### src/rtl/db15_joy_responder.sv
// Device-side DB15 joystick responder: emulates the adapter's 74HC165 chain answering JOY_LOAD/JOY_CLK.
// Optional statistics outputs (frame_cnt, short_cnt) are enabled by defining DB15_RESP_STATS_EN.
module db15_joy_responder #(
    parameter int unsigned BITS_PER_PLAYER = 12,
    parameter int unsigned SYNC_STAGES     = 2,
    parameter int unsigned IDLE_TIMEOUT    = 1 << 20
) (
    input  logic                       clk,
    input  logic                       reset_n,
    input  logic [BITS_PER_PLAYER-1:0] joystick1,
    input  logic [BITS_PER_PLAYER-1:0] joystick2,
    input  logic                       JOY_CLK,
    input  logic                       JOY_LOAD,
    output logic                       JOY_DATA,
    output logic                       link_idle,
    output logic                       frame_done
`ifdef DB15_RESP_STATS_EN
    ,
    output logic [15:0]                frame_cnt,
    output logic [7:0]                 short_cnt
`endif
);

    localparam int unsigned FRAME  = 2 * BITS_PER_PLAYER;
    localparam int unsigned CNT_W  = $clog2(FRAME + 1);
    localparam int unsigned IDLE_W = $clog2(IDLE_TIMEOUT + 1);

    localparam logic [CNT_W-1:0]  LAST_BIT = CNT_W'(FRAME - 1);
    localparam logic [IDLE_W-1:0] IDLE_MAX = IDLE_W'(IDLE_TIMEOUT);

    typedef enum logic [1:0] {
        ST_IDLE,
        ST_LOADING,
        ST_SHIFT,
        ST_DRAINED
    } state_t;

    state_t                 r_state;
    logic [FRAME-1:0]       r_shift;
    logic [CNT_W-1:0]       r_bit_cnt;
    logic                   r_data;
    logic                   r_frame_done;

    logic [SYNC_STAGES-1:0] r_clk_sync;
    logic [SYNC_STAGES-1:0] r_load_sync;
    logic                   r_clk_d;
    logic                   r_load_d;

    logic [IDLE_W-1:0]      r_idle_cnt;
    logic                   r_link_idle;

    logic                   w_clk_s;
    logic                   w_load_s;
    logic                   w_clk_rise;
    logic                   w_load_fall;
    logic                   w_load_low;

`ifdef DB15_RESP_STATS_EN
    logic [15:0]            r_frame_cnt;
    logic [7:0]             r_short_cnt;
`endif

    // Synchronizers idle at the inactive levels: JOY_CLK low, JOY_LOAD high.
    always_ff @(posedge clk or negedge reset_n) begin
        if (!reset_n) begin
            r_clk_sync  <= '0;
            r_load_sync <= '1;
            r_clk_d     <= 1'b0;
            r_load_d    <= 1'b1;
        end else begin
            r_clk_sync  <= {r_clk_sync[SYNC_STAGES-2:0], JOY_CLK};
            r_load_sync <= {r_load_sync[SYNC_STAGES-2:0], JOY_LOAD};
            r_clk_d     <= r_clk_sync[SYNC_STAGES-1];
            r_load_d    <= r_load_sync[SYNC_STAGES-1];
        end
    end

    always_comb begin
        w_clk_s     = r_clk_sync[SYNC_STAGES-1];
        w_load_s    = r_load_sync[SYNC_STAGES-1];
        w_clk_rise  = w_clk_s & ~r_clk_d;
        w_load_fall = r_load_d & ~w_load_s;
        w_load_low  = ~w_load_s;
    end

    // Load has priority over every state, which also drops a coincident JOY_CLK rise.
    always_ff @(posedge clk or negedge reset_n) begin
        if (!reset_n) begin
            r_state      <= ST_IDLE;
            r_shift      <= '1;
            r_bit_cnt    <= '0;
            r_data       <= 1'b1;
            r_frame_done <= 1'b0;
`ifdef DB15_RESP_STATS_EN
            r_frame_cnt  <= '0;
            r_short_cnt  <= '0;
`endif
        end else begin
            r_frame_done <= 1'b0;
            r_data       <= r_shift[0];
            if (w_load_low) begin
                r_state   <= ST_LOADING;
                r_shift   <= ~{joystick2, joystick1};
                r_bit_cnt <= '0;
`ifdef DB15_RESP_STATS_EN
                if ((r_state == ST_SHIFT) && (r_short_cnt != '1)) begin
                    r_short_cnt <= r_short_cnt + 8'd1;
                end
`endif
            end else begin
                case (r_state)
                    ST_IDLE: begin
                        r_state <= ST_IDLE;
                    end
                    ST_LOADING: begin
                        r_state <= ST_SHIFT;
                    end
                    ST_SHIFT: begin
                        if (w_clk_rise) begin
                            r_shift   <= {1'b1, r_shift[FRAME-1:1]};
                            r_bit_cnt <= r_bit_cnt + CNT_W'(1);
                            if (r_bit_cnt == LAST_BIT) begin
                                r_frame_done <= 1'b1;
                                r_state      <= ST_DRAINED;
`ifdef DB15_RESP_STATS_EN
                                r_frame_cnt  <= r_frame_cnt + 16'd1;
`endif
                            end
                        end
                    end
                    ST_DRAINED: begin
                        if (w_clk_rise) begin
                            r_shift <= {1'b1, r_shift[FRAME-1:1]};
                        end
                    end
                    default: begin
                        r_state <= ST_IDLE;
                    end
                endcase
            end
        end
    end

    // link_idle powers up asserted and stays so until the first load strobe.
    always_ff @(posedge clk or negedge reset_n) begin
        if (!reset_n) begin
            r_idle_cnt  <= '0;
            r_link_idle <= 1'b1;
        end else if (w_load_fall) begin
            r_idle_cnt  <= '0;
            r_link_idle <= 1'b0;
        end else if (r_idle_cnt != IDLE_MAX) begin
            r_idle_cnt <= r_idle_cnt + IDLE_W'(1);
            if (r_idle_cnt == (IDLE_MAX - IDLE_W'(1))) begin
                r_link_idle <= 1'b1;
            end
        end
    end

    assign JOY_DATA   = r_data;
    assign link_idle  = r_link_idle;
    assign frame_done = r_frame_done;

`ifdef DB15_RESP_STATS_EN
    assign frame_cnt = r_frame_cnt;
    assign short_cnt = r_short_cnt;
`endif

endmodule

### config.mk
export PLATFORM = sky130hd
export DESIGN_NAME = db15_joy_responder
export DESIGN_NICKNAME = d
export VERILOG_FILES = /design/src/rtl/db15_joy_responder.sv
export SDC_FILE = /design/constraint.sdc
export NUM_CORES = 1
export LEC_CHECK = 0
export BUFFER_PORTS_ARGS = -buffer_cell sky130_fd_sc_hd__buf_2
export CORE_ASPECT_RATIO = 0.75
export CORE_UTILIZATION = 35
export CTS_CLUSTER_DIAMETER = 200
export DETAILED_ROUTE_END_ITERATION = 10
export GPL_TIMING_DRIVEN = 0
export PLACE_DENSITY_LB_ADDON = 0.3
export SLEW_MARGIN = 20
export SYNTH_ARGS = -nofsm -noshare
export SYNTH_HDL_FRONTEND = slang
export SYNTH_SLANG_ARGS = --single-unit
### constraint.sdc
create_clock -name clk -period 2.83 [get_ports clk]
set_input_delay 0.283 -clock clk [delete_from_list [all_inputs] [get_ports clk]]
set_output_delay 0.283 -clock clk [all_outputs]
set_load 0.01 [all_outputs]
==> results of run 1 <==
## worst paths after layout
check | endpoint | from | depth (start not counted)
max | r_idle_cnt[16]$_DFFE_PN0P_ | r_idle_cnt[0]$_DFFE_PN0P_ | 6
min | frame_done$_DFF_PN0_ | reset_n | 1
max reg2reg | r_idle_cnt[16]$_DFFE_PN0P_ | r_idle_cnt[0]$_DFFE_PN0P_ | 6
min reg2reg | r_clk_sync[1]$_DFF_PN0_ | r_clk_sync[0]$_DFF_PN0_ | 0
max in group asynchronous | r_idle_cnt[10]$_DFFE_PN0P_ | reset_n | 1
min in group clk | r_load_sync[0]$_DFF_PN1_ | JOY_LOAD | 1
## area by class of cell
| class | count | area [um2] | share of cell area (%) |
|---|---|---|---|
| plain buffers | 17 | 68.82 | 2.066 |
| clock buffers | 11 | 152.6 | 4.583 |
| clock inverters | 5 | 35.03 | 1.052 |
| inverters | 9 | 33.78 | 1.014 |
| multi-input cells | 215 | 1194 | 35.84 |
| flip-flops and latches | 61 | 1563 | 46.92 |
| well taps | 105 | 131.4 | 3.944 |
| repair buffers | 30 | 152.6 | 4.583 |
## flip-flops by register name (all words and copies together) (netlist names)
signal and count:
r_clk_d 1, r_idle_cnt 21, r_bit_cnt 5, frame_done 1
r_shift 24, r_clk_sync 2, JOY_DATA 1, link_idle 1
r_state 2, r_load_d 1, r_load_sync 2
## routing by layer
metal / GRT usage (%) / part of all wire, %
met2: 23.25 / 45
met3: 3.896 / 2.8
met1: 20.89 / 51
met4: 6.944 / 1.9
met5: 0 / 0
## power groups by stage
stage | sequential [uW] | combinational, uW | clock (uW)
floorplan | 1130 | 277 | 0
global placement | 1140 | 371 | 0
detailed placement | 1150 | 389 | 0
CTS | 1130 | 392 | 749
global route | 1150 | 453 | 780
finish | 1130 | 386 | 725
## layout by cell type (no fill, tap or decap), types with 4 or more instances in the layout
cell type / synthesis / routed
or4_1: 6 / 6
nand4_1: 5 / 5
o31ai_1: 5 / 5
clkbuf_8: 0 / 9
nand2_1: 16 / 16
clkbuf_1: 14 / 15
o21ai_0: 6 / 6
nor2_1: 64 / 64
inv_1: 8 / 8
a21oi_1: 56 / 56
xnor2_1: 6 / 6
dfrtp_1: 32 / 32
xor2_1: 7 / 7
buf_2: 1 / 30
nor4_1: 4 / 4
ha_1: 6 / 6
nand3_1: 5 / 5
dfstp_2: 29 / 29
## cells by family (layout without fill, tap and decap cells)
family | after synthesis | in the layout | share of synthesized area [%]
DFF | 61 | 61 | 54.66
AOI/OAI and AO/OA | 72 | 72 | 13.61
buffers and inverters | 26 | 72 | 3.588
xor gates and xnor gates | 13 | 13 | 3.983
adders and majority gates | 6 | 6 | 2.626
muxes | 3 | 3 | 1.050
and+or+nand+nor | 121 | 121 | 20.48
## per-stage QoR
step	hold WS, ns	total power, uW	setup slack (ns)	std cells	utilization (%)
6_report	0.007238	2243	0.6012	453	42.07
5_1_grt	0.02000	2381	0.4868	453	42.07
4_1_cts	0.02105	2274	0.5923	453	42.07
3_5_place_dp	0.3372	1535	0.6109	437	39.70
3_3_place_gp	0.3365	1513	0.6244	437	39.67
2_1_floorplan	-0.01259	1405	0.7632	302	-
==> summary.md, run 1 <==
| Metric | Value |
|---|---|
| Nets | `between 300 and 400` |
| Final Skew | `roughly 0.0078 ns` |
| First-pass GRT wire length | `10140 um` |
| Post-DP HPWL | `3974 um` |
| Comb power frac | `17.2%` |
| Postcts setup bufs | `0` |
| Post-CTS sizing | `0` |
| Routed WL | `5914 um` |
| Most frequent cell after synthesis | `nor2_1` |
| Outcome | `completed` |
| Mapped Avg Cell Area | `between 9 and 10 um2` |
| Flop-to-flop setup slack | `0.60 ns` |
| Synth Cell Area | `around 2900 um2` |
| Vias in the first global route | `about 2.2k` |
| Initial DRC count | `148` |
| Top FF cell, synth | `dfrtp_1` |
| Net Sw Frac | `~29%` |
| Global route overflow | `0` |
| Ranking of synthesized cells by area | `dfrtp_1 28%, dfstp_2 27%, a21oi_1 9.8%` |
| Critical path endpoint category | `flop` |
| Clk pwr share | `about 32%` |
| Leakage | `0.001416 uW` |
| Die height | `about 80 um` |
| Post-Syn Instances | `302` |
| Area grow syn2layout | `16.50%` |
| Clk Latency, worst-skew pair | `~0.34 ns` |
| Initial core utilization | `36.11%` |
| Antenna violations before repair | `0` |
| Least-Margin Pin Slew | `roughly 0.77 ns` |
| Flop pwr share | `50.5%` |
| # setup viols final | `0` |
| CP cell instances | `ha_1, and4_4, or4b_1, buf_2, or4_1, a21oi_1` |
| Cell Rows | `28` |
| # hold bufs at CTS | `0` |
| Slowest stage delay, CP | `roughly 0.50 ns` |
| Post-synthesis sequential area ratio | `between 50% and 60%` |
| Final hold violations | `0` |
| Drt pass-1 iters | `4` |
| Largest net degree at the start of global routing | `62` |
| Post-Synthesis Net Count | `336` |
| Clock Path Buffers | `2` |
| Placeable Area | `a little under 8000 um2` |
| Inserted Diodes | `0` |
| Layout cells sized above 1 | `around a quarter` |
| CP Buf/Inv Count | `1` |
| Final std cell area, no fill | `roughly 3300 um2` |
| Antenna-violating nets left | `0` |
| CTS tree | `done` |
| Clk root buf | `clkbuf_8` |
| Post-synth EDFFs | `0` |
| DR DRC count | `0` |
| CP max-delay cell | `or4_1` |
| Maxcap violations | `0` |
| Async SR Flop Fraction | `100.0%` |
| CTS sink cnt | `61` |
| Critical path class | `flop to flop` |
| Top post-synthesis cells by count | `64 x nor2_1, 56 x a21oi_1, 32 x dfrtp_1, 29 x dfstp_2, 16 x nand2_1` |
| Area leader, netlist | `dfrtp_1` |
| Family with the most delay on the worst path | `simple AND/OR/NAND/NOR gates` |
| Final GP Congestion | `0.7847` |
| Peak VDD IR | `around 260 uV` |
| Die area | `~8500 um2` |
| GRT Overall Usage | `between 10% and 20%` |
| Slew Limit Fails | `0` |
| Placement-stage cell area | `3143 um2` |
| Post-route setup TNS | `0 ns` |
| Yosys warns | `0` |
| Register bit total from synthesis | `61` |
| H-tree depth | `3` |
| Filler cells | `809` |
| Post-route minimum period | `roughly 2.2 ns` |
| Crit path launch type | `flop` |
| Period Utilization, post-route | `just under 80%` |
| Via count | `2234` |
| Int Power | `around 1600 uW` |
| Drt wl/cell | `13.06 um` |
| Hold Crit Class | `input port to asynchronous set/reset pin` |
| Die X-Extent | `~110 um` |
| Vias/cell | `approximately 5` |
| CP Data Required Time | `about 3.1 ns` |
| IO buf count | `30` |
| Number of buffers created by CTS | `9` |
| Yosys cell types | `38` |
| Pwr per Cell Area | `673.4 nW/um2` |
| I/O pin cnt | `31` |
| Relative slew slack | `roughly half` |
| Crit path arrival time | `approximately 2.5 ns` |
| Worst-path maximum fanout | `9` |
| RSZ-0062 raised after global routing | `false` |
| Yosys top cell area share | `28.01%` |
| Fmax | `roughly 450 MHz` |
| P_sw | `between 600 and 700 uW` |
| Clk pin slew, worst setup/hold paths | `around 0.070 ns` |
Note: power is estimated with default switching activity, not from simulation.
==> inputs of run 2 (changes only) <==
==> constraint.sdc (replaced) <==
create_clock -name clk -period 1.9 [get_ports clk]
set_input_delay 0.19 -clock clk [delete_from_list [all_inputs] [get_ports clk]]
set_output_delay 0.19 -clock clk [all_outputs]
set_load 0.01 [all_outputs]
==> run 2 against run 1 <==
The run now ends with negative setup slack left. Sequential share of layout area shrank 2.7 points. Worst setup slack got worse by 0.65 ns. Clock skew down 0.0023 ns.
==> summary.md, run 2 (same netlist as run 1, synthesis figures left out) <==
| Metric | Value |
|---|---|
| Clock Path Buffers | `2` |
| CP Data Required Time | `between 2 and 2.5 ns` |
| Critical path endpoint category | `flop` |
| Worst-path maximum fanout | `8` |
| Area occupied by registers | `around 1600 um2` |
| Layout cells sized above 1 | `between 30% and 40%` |
| Post-route setup TNS | `-0.1611 ns` |
| Hold_ws | `around 0.13 ns` |
| Final core utilization | `roughly 45%` |
| RSZ-0062 raised after global routing | `true` |
| Vias in the first global route | `around 2.3k` |
| Peak VDD IR | `slightly above 400 uV` |
| Via count | `~2.3k` |
| Largest net degree at the start of global routing | `52` |
| # setup viols final | `4` |
| Area grow syn2layout | `23.90%` |
| Maxcap violations | `0` |
| Drt pass-1 iters | `5` |
| DR DRC count | `0` |
| Most flop-heavy register | `r_shift` |
| Crit path arrival time | `2.23 ns` |
| Placeable Area | `between 7000 and 8000 um2` |
| Clk pin slew, worst setup/hold paths | `roughly 0.070 ns` |
| Final GP Congestion | `0.7723` |
| Drt wl/cell | `13.55 um` |
| Cell Rows | `28` |
| Outcome | `complete, but fails checks` |
| Critical path class | `flop to flop` |
| Final hold violations | `0` |
| Relative slew slack | `about 65%` |
| Nets | `approximately 390` |
| Hold Crit Class | `input port to flop` |
| Overall Power | `3485 uW` |
| Period Utilization, post-route | `102.8%` |
| Global route overflow | `0` |
| Leakage | `between 0.0015 and 0.002 uW` |
| Die X-Extent | `106.4 um` |
| Inserted Diodes | `0` |
| Die area | `about 8500 um2` |
| Vias/cell | `between 4 and 5` |
| Least-Margin Pin Slew | `0.5306 ns` |
| GRT Overall Usage | `between 10% and 20%` |
| Most frequent cells in the layout | `63 x nor2_1, 55 x a21oi_1, 30 x dfrtp_1` |
| CTS sink cnt | `about 60` |
| Post-DP HPWL | `around 4100 um` |
| IO buf count | `30` |
| Met2 wire length | `around 3000 um` |
| Routed WL | `roughly 6400 um` |
| Antenna-violating nets left | `0` |
| Biggest regs | `r_shift x24, r_idle_cnt x21, r_bit_cnt x5` |
| Initial core utilization | `~36%` |
| Met3 wire len | `256 um` |
| Pwr per Cell Area | `roughly 1000 nW/um2` |
| I/O pin cnt | `31` |
| H-tree depth | `3` |
| Clk root buf | `clkbuf_8` |
| Initial DRC count | `between 100 and 150` |
| Worst Slack Setup Final | `-0.05335 ns` |
| First-pass GRT wire length | `approximately 11000 um` |
| Post-route minimum period | `1.953 ns` |
| Setup WS pre-CTS | `-0.2061 ns` |
| Number of buffers created by CTS | `9` |
| Failing checks | `negative setup slack` |
| Number of flip-flops under the largest register name | `24` |
| Final Skew | `around 0.0055 ns` |
| CTS tree | `done` |
| Slew Limit Fails | `0` |
| Fmax | `between 500 and 600 MHz` |
| Highest metal layer with signal wires | `met4` |
| Clk Latency, worst-skew pair | `0.34 ns` |
| Filler cells | `between 700 and 800` |
| Antenna violations before repair | `0` |
| Commonest non-fill, non-tap cell in the layout | `nor2_1` |
| Die height | `roughly 80 um` |
| Met1 Wirelength | `~3100 um` |
| Crit path launch type | `flop` |
| Multi-input logic area | `between 1000 and 1500 um2` |
## run 2: area by class of cell
type	instances	area share, %
repair buffers	47	8.760
flip-flops and latches	61	44.19
well taps	105	3.709
multi-input cells	216	34.72
clock buffers	12	4.097
clock inverters	4	1.342
inverters	9	1.060
plain buffers	15	2.119
## run 2: critical path, stage by stage (launching register included)
cell	delay, ns
dfrtp_1	0.37
ha_2	0.20
and4_4	0.23
or4b_4	0.52
or4b_4	0.51
nand2_1	0.07
## run 2: per-stage QoR
stage / area [um2] / cells
after detailed placement: 3183 / 438
after global routing: 3542 / 469
after CTS: 3461 / 462
after floorplan: 2872 / 302
final: 3542 / 469
after global placement: 3153 / 437
## run 2: path summary, 6_finish.rpt
check	from	endpoint	slack (ns)	depth (start not counted)
worst max-delay path	r_idle_cnt[0]$_DFFE_PN0P_	r_idle_cnt[20]$_DFFE_PN0P_	-0.05	5
min in group asynchronous	reset_n	r_bit_cnt[3]$_DFFE_PN0P_	0.23	2
worst min-delay path	joystick2[6]	r_shift[18]$_DFFE_PN1P_	0.13	4
worst max register to register	r_idle_cnt[0]$_DFFE_PN0P_	r_idle_cnt[20]$_DFFE_PN0P_	-0.05	5
worst min register to register	r_load_sync[0]$_DFF_PN1_	r_load_sync[1]$_DFF_PN1_	0.36	0
max in group asynchronous	reset_n	r_shift[21]$_DFFE_PN1P_	1.13	3
## run 2: report_power, final
part / switching [uW] / internal (uW) / total [uW]
Clock: 506 / 638 / 1140
Combinational: 352 / 299 / 651
Sequential: 115 / 1570 / 1690
## run 2: what timing repair did
item / 4_1_cts / 5_1_grt
gates resized for setup: 8 / 17
buffers inserted: 6 / 6
endpoints found under the hold margin: 40 / 0
endpoints found under the setup margin: 34 / 33
pin swaps: 1 / 3
cloned: 0 / 1
hold buffers: 4 / 0
## run 2: layer usage
layer | up-vias | global-route usage, %
met2 | 40 | 25.91
met3 | 6 | 5.844
li1 | 1155 | -
met4 | 0 | 5.000
met1 | 1124 | 20.51
met5 | - | 0
==> inputs of run 3 (changes only) <==
--- a/config.mk
+++ b/config.mk
@@ -7,6 +7,7 @@
 export LEC_CHECK = 0
 export BUFFER_PORTS_ARGS = -buffer_cell sky130_fd_sc_hd__buf_2
 export CORE_ASPECT_RATIO = 0.75
+export CORE_MARGIN = 1.5
 export CORE_UTILIZATION = 35
 export CTS_CLUSTER_DIAMETER = 200
 export DETAILED_ROUTE_END_ITERATION = 10
==> run 3 against run 2 <==
The flow still finishes with violations (negative setup slack). Sequential cell count unchanged. Via count shrank 1.8%. Die area up 2.2%. Final area down 0.53%. Sequential power hardly changed. Sequential share of layout area rose by 0.31 points. Clock power increased by 6%. Core utilization shrank 0.24 points.
==> summary.md, run 3 (same netlist as run 1, synthesis figures left out) <==
| Metric | Value |
|---|---|
| Outcome | `complete, but fails checks` |
| Failing checks | `negative setup slack` |
| CP max-delay cell | `or4b_4` |
| Clk Latency, worst-skew pair | `~0.33 ns` |
| Drt wl/cell | `13.16 um` |
| First-pass GRT wire length | `between 10000 and 15000 um` |
| Initial core utilization | `~36%` |
| Worst-path maximum fanout | `5` |
| Inserted Diodes | `0` |
| Initial DRC count | `110` |
| Global route overflow | `0` |
| Placeable Area | `about 8000 um2` |
| Crit path arrival time | `roughly 2.2 ns` |
| Hold_ws | `~0.14 ns` |
| Antenna-violating nets left | `0` |
| Family with the most delay on the worst path | `simple AND/OR/NAND/NOR gates` |
| Number of flip-flops under the largest register name | `24` |
| Clk root buf | `clkbuf_8` |
| Most frequent cells in the layout | `64 x nor2_1, 55 x a21oi_1, 29 x dfstp_2, 29 x buf_2, 28 x dfrtp_1` |
| Period Utilization, post-route | `100.9%` |
| Hold Crit Class | `input port to flop` |
| I/O pin cnt | `31` |
| Final std cell area, no fill | `around 3500 um2` |
| Die area | `approximately 8700 um2` |
| Fmax | `between 500 and 600 MHz` |
| Commonest non-fill, non-tap cell in the layout | `nor2_1` |
| Overall Power | `about 3500 uW` |
| Placement-stage cell area | `3156 um2` |
| Slew Limit Fails | `0` |
| Number of buffers created by CTS | `9` |
| Final GP Congestion | `around 0.80` |
| Via count | `approximately 2.3k` |
| Final hold violations | `0` |
| Post-route minimum period | `approximately 1.9 ns` |
| Critical path class | `flop to flop` |
| Final Skew | `between 0.009 and 0.01 ns` |
| Slowest stage delay, CP | `0.51 ns` |
| Least-Margin Pin Slew | `roughly 0.75 ns` |
| Relative slew slack | `between 40% and 50%` |
| CTS tree | `done` |
| Clock Path Buffers | `2` |
| Die X-Extent | `roughly 110 um` |
| Leakage | `0.001507 uW` |
| Biggest regs | `r_shift x24, r_idle_cnt x21, r_bit_cnt x5` |
| Most flop-heavy register | `r_shift` |
| H-tree depth | `3` |
| Vias/cell | `between 4 and 5` |
| CTS sink cnt | `61` |
| CP cell instances | `ha_4, and4_4, or4b_4, or4_4, a21oi_2` |
| Critical path endpoint category | `flop` |
| Crit path launch type | `flop` |
| Clk pin slew, worst setup/hold paths | `0.07 ns` |
| Largest net degree at the start of global routing | `62` |
| IO buf count | `30` |
| GRT Overall Usage | `15.17%` |
| CP Buf/Inv Count | `0` |
| Post-DP HPWL | `roughly 4000 um` |
| Area grow syn2layout | `23.24%` |
| Final core utilization | `between 40% and 50%` |
| Pwr per Cell Area | `about 1000 nW/um2` |
| DR DRC count | `0` |
| Antenna violations before repair | `0` |
| Layout cells sized above 1 | `29.89%` |
| Vias in the first global route | `~2.2k` |
| Nets | `slightly below 400` |
| # setup viols final | `3` |
| Peak VDD IR | `~550 uV` |
| Die height | `around 81 um` |
| Worst Slack Setup Final | `-0.01748 ns` |
| CP Data Required Time | `2.15 ns` |
| RSZ-0062 raised after global routing | `true` |
| Routed WL | `6092 um` |
| Maxcap violations | `0` |
| Cell Rows | `28` |
| Drt pass-1 iters | `4` |
| Setup WS pre-CTS | `-0.1973 ns` |
## run 3: worst register-to-register path, delay by kind of cell (launching register included)
family	cells	cell delay [ns]
AO/OA/AOI/OAI	1	0.13
adder cells (fa/ha/maj)	1	0.15
flip-flops	1	0.39
AND/OR/NAND/NOR	3	1.18
## run 3: routing by layer
metal	up-vias	track usage, %	routed length, um
met4	0	5.526	62
met1	1097	19.83	3102
met3	5	4.976	182
met2	28	23.63	2745
li1	1153	-	-
met5	-	0	0
## run 3: where the power goes
| group | internal [uW] | switching (uW) |
|---|---|---|
| registers | 1570 | 118 |
| logic | 277 | 352 |
| clock network | 733 | 482 |
## run 3: worst paths after layout
| check | end | startpoint | cells past startpoint | slack, ns |
|---|---|---|---|---|
| max in group asynchronous | r_idle_cnt[5]$_DFFE_PN0P_ | reset_n | 2 | 0.88 |
| hold reg to reg | r_load_sync[1]$_DFF_PN1_ | r_load_sync[0]$_DFF_PN1_ | 0 | 0.36 |
| setup reg to reg | r_idle_cnt[16]$_DFFE_PN0P_ | r_idle_cnt[1]$_DFFE_PN0P_ | 5 | -0.02 |
| min in group asynchronous | r_state[0]$_DFFE_PN0P_ | reset_n | 2 | 0.49 |
| setup / recovery | r_idle_cnt[16]$_DFFE_PN0P_ | r_idle_cnt[1]$_DFFE_PN0P_ | 5 | -0.02 |
| hold / removal | r_shift[8]$_DFFE_PN1P_ | joystick1[8] | 4 | 0.14 |
## run 3: final cells by class
cell class	count	area, um2
fill	828	4394
sequential	61	1568
multi-input combinational	217	1269
timing repair buffer	40	237.7
clock buffer	11	131.4
tap	105	131.4
clock inverter	5	75.07
buffer	15	73.82
inverter	9	37.54
## run 3: repair_timing
item	4_1_cts	5_1_grt
pin swaps	1	3
gates cloned	0	2
hold endpoints to repair	35	0
setup buffers	4	2
setup endpoints to repair	33	41
resized for setup	9	19
hold buffers	4	0
## run 3: per-stage QoR
step            TNS, ns  instances
6_report       -0.03683        463
5_1_grt         -0.3393        463
4_1_cts         -0.1447        459
3_5_place_dp     -3.773        437
3_3_place_gp     -2.579        437
2_1_floorplan   -0.2187        302
